### config.mk
export PLATFORM = sky130hd
export DESIGN_NAME = ex_mem_reg_flat
export DESIGN_NICKNAME = d
export VERILOG_FILES = /design/src/rtl/ex_mem_if.sv /design/src/rtl/ex_mem_reg.sv /design/src/flat_wrapper.sv
export SDC_FILE = /design/constraint.sdc
export NUM_CORES = 1
export LEC_CHECK = 0
export CAP_MARGIN = 5
export CORE_ASPECT_RATIO = 0.7
export CORE_UTILIZATION = 45
export DETAILED_ROUTE_END_ITERATION = 8
export PLACE_DENSITY = 0.94
export SLEW_MARGIN = 20
export SYNTH_ARGS = -nofsm -noshare
export SYNTH_HDL_FRONTEND = slang
export SYNTH_SLANG_ARGS = --single-unit
### constraint.sdc
create_clock -name clk -period 3.3 [get_ports clk]
set_input_delay 0.99 -clock clk [delete_from_list [all_inputs] [get_ports clk]]
set_output_delay 0.99 -clock clk [all_outputs]
set_load 0.01 [all_outputs]
### src/rtl/ex_mem_if.sv
// EX/MEM pipeline bus: EX-stage results going in, registered MEM-stage view coming out.
// The EX stage uses the master modport and the pipeline register uses the slave modport.
interface ex_mem_if #(
    parameter int DATA_W = 32,
    parameter int REG_W  = 5
);
    logic              inValid;
    logic [DATA_W-1:0] inAluResult;
    logic              inZero;
    logic [DATA_W-1:0] inStoreData;
    logic [REG_W-1:0]  inWriteReg;
    logic [DATA_W-1:0] inBranchTarget;
    logic              inRegWrite;
    logic              inMemRead;
    logic              inMemWrite;
    logic              inMemtoReg;
    logic              inBranch;
    logic [1:0]        inMemSize;

    logic              outValid;
    logic [DATA_W-1:0] outAluResult;
    logic [DATA_W-1:0] outStoreData;
    logic [3:0]        outByteEnable;
    logic [REG_W-1:0]  outWriteReg;
    logic              outRegWrite;
    logic              outMemRead;
    logic              outMemWrite;
    logic              outMemtoReg;
    logic              outBranchTaken;
    logic [DATA_W-1:0] outBranchTarget;
    logic              outMisaligned;
    logic [15:0]       outStallCount;

    modport master (
        output inValid, inAluResult, inZero, inStoreData, inWriteReg, inBranchTarget,
               inRegWrite, inMemRead, inMemWrite, inMemtoReg, inBranch, inMemSize,
        input  outValid, outAluResult, outStoreData, outByteEnable, outWriteReg,
               outRegWrite, outMemRead, outMemWrite, outMemtoReg, outBranchTaken,
               outBranchTarget, outMisaligned, outStallCount
    );

    modport slave (
        input  inValid, inAluResult, inZero, inStoreData, inWriteReg, inBranchTarget,
               inRegWrite, inMemRead, inMemWrite, inMemtoReg, inBranch, inMemSize,
        output outValid, outAluResult, outStoreData, outByteEnable, outWriteReg,
               outRegWrite, outMemRead, outMemWrite, outMemtoReg, outBranchTaken,
               outBranchTarget, outMisaligned, outStallCount
    );
endinterface

### src/rtl/ex_mem_reg.sv
// EX/MEM pipeline register with flush/stall control, byte-lane generation,
// store-data replication, misalignment suppression and a saturating stall counter.
module ex_mem_reg #(
    parameter int DATA_W = 32,
    parameter int REG_W  = 5
) (
    input  logic    clk,
    input  logic    reset_n,
    input  logic    stall,
    input  logic    flush,
    ex_mem_if.slave bus
);
    logic              valid_q,      valid_d;
    logic [DATA_W-1:0] alu_q,        alu_d;
    logic [DATA_W-1:0] store_q,      store_d;
    logic [3:0]        be_q,         be_d;
    logic [REG_W-1:0]  wreg_q,       wreg_d;
    logic              regwrite_q,   regwrite_d;
    logic              memread_q,    memread_d;
    logic              memwrite_q,   memwrite_d;
    logic              memtoreg_q,   memtoreg_d;
    logic              br_taken_q,   br_taken_d;
    logic [DATA_W-1:0] br_target_q,  br_target_d;
    logic              misaligned_q, misaligned_d;
    logic [15:0]       stall_cnt_q,  stall_cnt_d;

    logic              mem_access;
    logic [1:0]        addr_lo;
    logic              mis_raw;
    logic              misaligned;
    logic [3:0]        be_raw;
    logic [DATA_W-1:0] byte_rep;
    logic [DATA_W-1:0] half_rep;
    logic [DATA_W-1:0] store_fmt;

    // Sub-word stores are replicated across every lane so memory can pick by byte enable.
    for (genvar gi = 0; gi < DATA_W / 8; gi++) begin : g_byte_rep
        assign byte_rep[gi*8 +: 8] = bus.inStoreData[7:0];
    end
    for (genvar gi = 0; gi < DATA_W / 16; gi++) begin : g_half_rep
        assign half_rep[gi*16 +: 16] = bus.inStoreData[15:0];
    end

    always_comb begin
        mem_access = bus.inMemRead | bus.inMemWrite;
        addr_lo    = bus.inAluResult[1:0];
        case (bus.inMemSize)
            2'b00: begin
                mis_raw = 1'b0;
                be_raw  = 4'b1000 >> addr_lo;
            end
            2'b01: begin
                mis_raw = addr_lo[0];
                be_raw  = addr_lo[1] ? 4'b0011 : 4'b1100;
            end
            default: begin
                mis_raw = |addr_lo;
                be_raw  = 4'b1111;
            end
        endcase
        misaligned = mem_access & mis_raw;

        if (bus.inMemWrite && bus.inMemSize == 2'b00)
            store_fmt = byte_rep;
        else if (bus.inMemWrite && bus.inMemSize == 2'b01)
            store_fmt = half_rep;
        else
            store_fmt = bus.inStoreData;
    end

    always_comb begin
        valid_d      = valid_q;
        alu_d        = alu_q;
        store_d      = store_q;
        be_d         = be_q;
        wreg_d       = wreg_q;
        regwrite_d   = regwrite_q;
        memread_d    = memread_q;
        memwrite_d   = memwrite_q;
        memtoreg_d   = memtoreg_q;
        br_taken_d   = br_taken_q;
        br_target_d  = br_target_q;
        misaligned_d = misaligned_q;
        stall_cnt_d  = stall_cnt_q;

        if (flush || (!stall && !bus.inValid)) begin
            // Bubble: everything but the stall counter clears.
            valid_d      = 1'b0;
            alu_d        = '0;
            store_d      = '0;
            be_d         = '0;
            wreg_d       = '0;
            regwrite_d   = 1'b0;
            memread_d    = 1'b0;
            memwrite_d   = 1'b0;
            memtoreg_d   = 1'b0;
            br_taken_d   = 1'b0;
            br_target_d  = '0;
            misaligned_d = 1'b0;
        end else if (stall) begin
            if (stall_cnt_q != 16'hFFFF)
                stall_cnt_d = stall_cnt_q + 16'd1;
        end else begin
            valid_d      = 1'b1;
            alu_d        = bus.inAluResult;
            store_d      = store_fmt;
            be_d         = (mem_access && !misaligned) ? be_raw : 4'b0000;
            wreg_d       = bus.inWriteReg;
            regwrite_d   = bus.inRegWrite & ~misaligned;
            memread_d    = bus.inMemRead & ~misaligned;
            memwrite_d   = bus.inMemWrite & ~misaligned;
            memtoreg_d   = bus.inMemtoReg;
            br_taken_d   = bus.inBranch & bus.inZero & ~misaligned;
            br_target_d  = bus.inBranchTarget;
            misaligned_d = misaligned;
        end
    end

    always_ff @(posedge clk or negedge reset_n) begin
        if (!reset_n) begin
            valid_q      <= 1'b0;
            alu_q        <= '0;
            store_q      <= '0;
            be_q         <= '0;
            wreg_q       <= '0;
            regwrite_q   <= 1'b0;
            memread_q    <= 1'b0;
            memwrite_q   <= 1'b0;
            memtoreg_q   <= 1'b0;
            br_taken_q   <= 1'b0;
            br_target_q  <= '0;
            misaligned_q <= 1'b0;
            stall_cnt_q  <= '0;
        end else begin
            valid_q      <= valid_d;
            alu_q        <= alu_d;
            store_q      <= store_d;
            be_q         <= be_d;
            wreg_q       <= wreg_d;
            regwrite_q   <= regwrite_d;
            memread_q    <= memread_d;
            memwrite_q   <= memwrite_d;
            memtoreg_q   <= memtoreg_d;
            br_taken_q   <= br_taken_d;
            br_target_q  <= br_target_d;
            misaligned_q <= misaligned_d;
            stall_cnt_q  <= stall_cnt_d;
        end
    end

    assign bus.outValid        = valid_q;
    assign bus.outAluResult    = alu_q;
    assign bus.outStoreData    = store_q;
    assign bus.outByteEnable   = be_q;
    assign bus.outWriteReg     = wreg_q;
    assign bus.outRegWrite     = regwrite_q;
    assign bus.outMemRead      = memread_q;
    assign bus.outMemWrite     = memwrite_q;
    assign bus.outMemtoReg     = memtoreg_q;
    assign bus.outBranchTaken  = br_taken_q;
    assign bus.outBranchTarget = br_target_q;
    assign bus.outMisaligned   = misaligned_q;
    assign bus.outStallCount   = stall_cnt_q;
endmodule

### src/flat_wrapper.sv
// flat-port wrapper written by rule: the top's interface ports become plain ports
module ex_mem_reg_flat 
#(
    parameter int DATA_W = 32,
    parameter int REG_W  = 5
)
  (clk, reset_n, stall, flush, bus_inValid, bus_inAluResult, bus_inZero, bus_inStoreData, bus_inWriteReg, bus_inBranchTarget, bus_inRegWrite, bus_inMemRead, bus_inMemWrite, bus_inMemtoReg, bus_inBranch, bus_inMemSize, bus_outValid, bus_outAluResult, bus_outStoreData, bus_outByteEnable, bus_outWriteReg, bus_outRegWrite, bus_outMemRead, bus_outMemWrite, bus_outMemtoReg, bus_outBranchTaken, bus_outBranchTarget, bus_outMisaligned, bus_outStallCount);
  ex_mem_if #(.DATA_W(DATA_W), .REG_W(REG_W)) bus_i ();
  input  logic clk;
  input  logic reset_n;
  input  logic stall;
  input  logic flush;
  input wire logic [$bits(bus_i.inValid)-1:0] bus_inValid;
  input wire logic [$bits(bus_i.inAluResult)-1:0] bus_inAluResult;
  input wire logic [$bits(bus_i.inZero)-1:0] bus_inZero;
  input wire logic [$bits(bus_i.inStoreData)-1:0] bus_inStoreData;
  input wire logic [$bits(bus_i.inWriteReg)-1:0] bus_inWriteReg;
  input wire logic [$bits(bus_i.inBranchTarget)-1:0] bus_inBranchTarget;
  input wire logic [$bits(bus_i.inRegWrite)-1:0] bus_inRegWrite;
  input wire logic [$bits(bus_i.inMemRead)-1:0] bus_inMemRead;
  input wire logic [$bits(bus_i.inMemWrite)-1:0] bus_inMemWrite;
  input wire logic [$bits(bus_i.inMemtoReg)-1:0] bus_inMemtoReg;
  input wire logic [$bits(bus_i.inBranch)-1:0] bus_inBranch;
  input wire logic [$bits(bus_i.inMemSize)-1:0] bus_inMemSize;
  output wire logic [$bits(bus_i.outValid)-1:0] bus_outValid;
  output wire logic [$bits(bus_i.outAluResult)-1:0] bus_outAluResult;
  output wire logic [$bits(bus_i.outStoreData)-1:0] bus_outStoreData;
  output wire logic [$bits(bus_i.outByteEnable)-1:0] bus_outByteEnable;
  output wire logic [$bits(bus_i.outWriteReg)-1:0] bus_outWriteReg;
  output wire logic [$bits(bus_i.outRegWrite)-1:0] bus_outRegWrite;
  output wire logic [$bits(bus_i.outMemRead)-1:0] bus_outMemRead;
  output wire logic [$bits(bus_i.outMemWrite)-1:0] bus_outMemWrite;
  output wire logic [$bits(bus_i.outMemtoReg)-1:0] bus_outMemtoReg;
  output wire logic [$bits(bus_i.outBranchTaken)-1:0] bus_outBranchTaken;
  output wire logic [$bits(bus_i.outBranchTarget)-1:0] bus_outBranchTarget;
  output wire logic [$bits(bus_i.outMisaligned)-1:0] bus_outMisaligned;
  output wire logic [$bits(bus_i.outStallCount)-1:0] bus_outStallCount;
  assign bus_i.inValid = bus_inValid;
  assign bus_i.inAluResult = bus_inAluResult;
  assign bus_i.inZero = bus_inZero;
  assign bus_i.inStoreData = bus_inStoreData;
  assign bus_i.inWriteReg = bus_inWriteReg;
  assign bus_i.inBranchTarget = bus_inBranchTarget;
  assign bus_i.inRegWrite = bus_inRegWrite;
  assign bus_i.inMemRead = bus_inMemRead;
  assign bus_i.inMemWrite = bus_inMemWrite;
  assign bus_i.inMemtoReg = bus_inMemtoReg;
  assign bus_i.inBranch = bus_inBranch;
  assign bus_i.inMemSize = bus_inMemSize;
  assign bus_outValid = bus_i.outValid;
  assign bus_outAluResult = bus_i.outAluResult;
  assign bus_outStoreData = bus_i.outStoreData;
  assign bus_outByteEnable = bus_i.outByteEnable;
  assign bus_outWriteReg = bus_i.outWriteReg;
  assign bus_outRegWrite = bus_i.outRegWrite;
  assign bus_outMemRead = bus_i.outMemRead;
  assign bus_outMemWrite = bus_i.outMemWrite;
  assign bus_outMemtoReg = bus_i.outMemtoReg;
  assign bus_outBranchTaken = bus_i.outBranchTaken;
  assign bus_outBranchTarget = bus_i.outBranchTarget;
  assign bus_outMisaligned = bus_i.outMisaligned;
  assign bus_outStallCount = bus_i.outStallCount;
  ex_mem_reg #(.DATA_W(DATA_W), .REG_W(REG_W)) u_core (.clk(clk), .reset_n(reset_n), .stall(stall), .flush(flush), .bus(bus_i));
endmodule
### Word-level counts from Yosys, hierarchy flattened

Cells that the tools add are included.

| word-level totals | value |
|---|---|
| bits in registers | 128 |
| output and inout bits | 128 |

| cells by class | value |
|---|---|
| add/subtract/negate cells | 1 |
| eq/ne operators | 3 |
| shift operators | 1 |
| multiplexer cells | 30 |
| bitwise logic cells | 9 |
| reductions and logical operators | 11 |

Operators with widths:

| kind | count |
|---|---|
| $mux 32 | 8 |
| $add 16x1->16 const B | 1 |
| $mux 4 | 4 |
| $ne 16x16->1 const B | 1 |
| $mux 1 | 14 |
| $mux 5 | 2 |
| $pmux 4 s2 | 1 |
| $and 1x1->1 | 6 |
| $logic_and 1x1->1 | 4 |
| $shr 4x2->4 const A | 1 |
| $logic_not 1->1 | 3 |
| $reduce_and 3->1 | 1 |
| $eq 2x1->1 const B | 1 |
| $logic_not 2->1 | 1 |
| $ne 2x1->1 const B | 1 |
| $not 1->1 | 2 |
| $pmux 1 s2 | 1 |
| $reduce_or 2->1 | 1 |
| $logic_or 1x1->1 | 1 |
| $or 1x1->1 | 1 |

### Longest topological paths before layout

| logic depth | value |
|---|---|
| depth after elaboration | 8 |
| mapped depth | 6 |
| depth with buffers taken out | 5 |

### Worst setup path before layout

OpenSTA, ideal clock, no wires.

| path | value |
|---|---|
| kind | input to register |
| start point | input flush |
| end point | register u_core.stall_cnt_q[15] (netlist: u_core.bus.outStallCount[15]) |
| arrival time | 1845 ps |
| data required time | 3175 ps |
| path slack | 1330 ps |
| stages on the path | 4 |
| path buffers | 0 |
| cells stage by stage | nand2b_4 nor3_2 nand4_2 mux2_4 |

| on the way | value |
|---|---|
| word-level cells in the longest chain between the ends | 3 |

Ends and longest elaborated chain:

| what | line | text |
|---|---|---|
| start: declaration | flat_wrapper.sv:12 | `input logic flush;` |
| $logic_or 1x1->1 | ex_mem_reg.sv:86 | `if (flush \|\| (!stall && !bus.inValid)) begin` |
| $not 1->1 (no source line) | n/a |  |
| $reduce_and 3->1 (no source line) | n/a |  |
| end signal: assignment | ex_mem_reg.sv:147 | `stall_cnt_q <= stall_cnt_d;` |
| end: declaration | ex_mem_reg.sv:25 | `logic [15:0] stall_cnt_q, stall_cnt_d;` |

No other way between the ends.
A chain may end at the register's enable or synchronous reset.

### Worst setup path in the final report

| path | value |
|---|---|
| start point | register u_core.stall_cnt_q[4] (netlist: u_core.bus.outStallCount[4]) |
| end point | output bus_outStallCount[4] |

RTL lines:

| what | line | text |
|---|---|---|
| end: declaration | flat_wrapper.sv:37 | `output wire logic [$bits(bus_i.outStallCount)-1:0] bus_outStallCount;` |

No word-level cell between the ends.

==> metrics.md <==
| Metric | Value |
|---|---|
| Grt ovf | `0` |
| Crit end category | `output port` |
| Total Routing Usage GR | `0.258` |
| Fillcell total | `693` |
| TritonCTS buffer count | `17` |
| RSZ-0062 raised after global routing | `no` |
| WHS Endpoint | `u_core.bus.outStoreData[12]` |
| Synthesized instance count | `414` |
| Vias per inst | `5.50` |
| Distinct cells, synth | `45` |
| Worst Hold Path Cells | `2` |
| R2r endpoint | `u_core.bus.outStallCount[1]` |
| CP Data Required Time | `2310 ps` |
| Critical Path AT | `1530 ps` |
| Max cap viols | `0` |
| FF+latch count, synth | `128` |
| PD cells | `508 nW/um2` |
| Worst r2r src | `u_core.bus.outStallCount[0]` |
| Max-slew violations | `0` |
| Port Buf Inserts | `241` |
| Metal2 WL | `7720 um` |
| Cell row count | `32` |
| Synth warn | `0` |
| CP Max Fanout | `7` |
| Boundary Pins | `242` |
| First-pass GRT wire length | `24200 um` |
| Pin count of the biggest net entering global routing | `67` |
| Worst setup SP type | `flop` |
| Crit path max-delay family | `buffers and inverters` |
| Wl on met1 | `6300 um` |
| Post-Synthesis Cell Area | `5260 um2` |
| Worst-case reg-to-reg path depth | `5` |
| Clock Path Buffers | `2` |
| ANT nets after route | `0` |
| Vias | `4502` |
| Post-CTS Resized | `0` |
| Nets | `770` |
| Layout Cells excl Fill | `819` |
| Setup TNS | `0 ps` |
| Die X | `131 um` |
| Tcrit/Tclk final | `0.763` |
| GPL Wtd Cong | `0.863` |
| Initial drt markers | `253` |
| TritonCTS clock tree | `built` |
| Area grow syn2layout | `59.8%` |
| Core box area | `11200 um2` |
| CTS H-tree depth | `4` |
| Placed cell count | `789` |
| Clock power share | `0.441` |
| Worst-path clk slew | `50 ps` |
| Routed Wire Length | `15500 um` |
| Worst path buffer plus inverter count | `1` |
| Final Critical Period | `2520 ps` |
| Sw power | `0.988 mW` |
| Fmax | `397 MHz` |
| R2R setup slack | `1400 ps` |
| Kind of critical path | `reg2out` |
| Min-delay worst type | `reg2reg` |
| Tightest Pin Transition | `834 ps` |
| Share of cells above drive strength 1 | `0.0901` |
| Die area | `12100 um2` |
| Routed wl met3 | `1060 um` |
| Final setup violating endpoints | `0` |
| ANT cells | `0` |
| Gate power share | `0.150` |
| Ys async rst share | `1.00` |
| Internal power | `3.28 mW` |
| Antenna violations before repair | `0` |
| Drt pass-1 iters | `5` |
| Mapped Nets | `529` |
| Top FF cell, synth | `dfrtp_1` |
| Number of synthesized flops with an enable pin | `0` |
| Hold Crit Start | `u_core.bus.outStoreData[12]` |
| Vias in the first global route | `4584` |
| Worst Slack Setup Final | `783 ps` |
| Max-slew headroom | `0.444` |
| Worst path slowest cell | `clkdlybuf4s50_1` |
| WL per Instance | `18.9 um` |
| Pre-CTS setup slack | `556 ps` |
| Die height | `92.4 um` |
| Sink Count | `128` |
| Top Metal Used | `met4` |
| Leakage | `3.71 nW` |
| Final Hold Fails | `0` |
| Status | `finished clean` |
| Sequential share of power | `0.409` |
| Clk_skew | `4.79 ps` |
| CTS root buffer | `clkbuf_16` |
| Hold Buf Count CTS | `0` |
| DRC | `0` |
| Critical path's largest stage delay | `600 ps` |
| CP cell instances | `clkdlybuf4s50_1` |
| Sequential area share after synthesis | `0.609` |
| Clk Latency, worst-skew pair | `400 ps` |
| Starting density of the core | `0.469` |
| DP Wirelength | `11000 um` |
| Synthesized area per cell | `12.7 um2` |
| Maximum vdd ir drop | `0.528 mV` |
| Post-CTS Setup Repair Bufs | `0` |
| Switching part of the total | `0.231` |
| Utilization after layout | `0.750` |
state kept, by name (all words and copies together) (netlist names):
register / cells
u_core.bus.outStallCount: 16
u_core.bus.outValid: 1
u_core.bus.outAluResult: 32
u_core.bus.outMemtoReg: 1
u_core.bus.outRegWrite: 1
u_core.bus.outStoreData: 32
u_core.bus.outMisaligned: 1
u_core.bus.outByteEnable: 4
u_core.bus.outMemRead: 1
u_core.bus.outMemWrite: 1
u_core.bus.outWriteReg: 5
u_core.bus.outBranchTarget: 32
u_core.bus.outBranchTaken: 1
routing by layer:
layer,vias to the layer above,track usage
li1,2014,-
met1,2240,0.317
met2,213,0.438
met3,35,0.0728
met4,0,0.0951
met5,-,0
layout by cell type, fill, tap and decap left out, types with 4 or more instances in the layout:
cell type	count
buf_4	11
clkdlybuf4s50_1	240
xor2_1	8
nand2_1	36
mux2i_1	24
a21oi_1	15
nor2_1	13
xnor2_1	4
clkbuf_16	17
a22o_1	81
clkbuf_8	4
dfrtp_1	128
nand3_1	4
o21ai_0	24
cell type report:
cell class	instances	area [um2]	area share
clock inverters	6	105	0.0125
repair buffers	253	2520	0.300
clock buffers	24	492	0.0585
multi-input cells	255	1890	0.225
flip-flops and latches	128	3200	0.381
well taps	153	191	0.0228
power groups by stage:
| stage | sequential [mW] | combinational [mW] | clock [mW] |
|---|---|---|---|
| 3_3_place_gp | 1.76 | 0.619 | 0 |
| 4_1_cts | 1.74 | 0.645 | 1.92 |
| 3_5_place_dp | 1.77 | 0.637 | 0 |
| 6_report | 1.75 | 0.641 | 1.88 |
| 2_1_floorplan | 1.79 | 0.192 | 0 |
| 5_1_grt | 1.76 | 0.683 | 1.99 |
worst max path at each step:
stage,start,end,slack [ps],depth (start not counted)
floorplan,flush,u_core.bus.outStallCount[15],1330,4
global placement,flush,u_core.bus.outStallCount[13],650,5
detailed placement,stall,u_core.bus.outStallCount[2],560,5
CTS,u_core.bus.outStallCount[4],bus_outStallCount[4],770,1
global route,u_core.bus.outStallCount[4],bus_outStallCount[4],740,1
finish,u_core.bus.outStallCount[4],bus_outStallCount[4],780,1
through the flow:
step,area [um2],power (mW),hold slack (ps)
6_report,8400,4.27,482
5_1_grt,8400,4.43,503
3_3_place_gp,7810,2.38,466
4_1_cts,8400,4.31,487
2_1_floorplan,5260,1.99,511
3_5_place_dp,7810,2.40,475
logic make-up after synthesis:
logic type	count (synthesis)	share of synthesized area
AOI/OAI and AO/OA	131	0.188
xor gates and xnor gates	12	0.0200
adders and majority gates	1	0.00238
buffers and inverters	31	0.0343
DFF	128	0.609
muxes	28	0.0557
and+or+nand+nor	83	0.0902
synth_stat cells (3+ instances only):
cell type,instances,area share
xnor2_1,4,0.0067
a32o_1,3,0.0057
a22o_1,81,0.13
a31oi_1,3,0.0036
nor2_1,13,0.0093
nand2_1,36,0.026
buf_2,12,0.011
buf_4,9,0.013
a21oi_1,15,0.014
dfrtp_1,128,0.61
nand3_1,4,0.0038
clkbuf_1,6,0.0043
o21ai_0,24,0.023
xor2_1,8,0.013
mux2i_1,24,0.046
nand4_1,3,0.0036
Power figures use the tool's default switching activity.
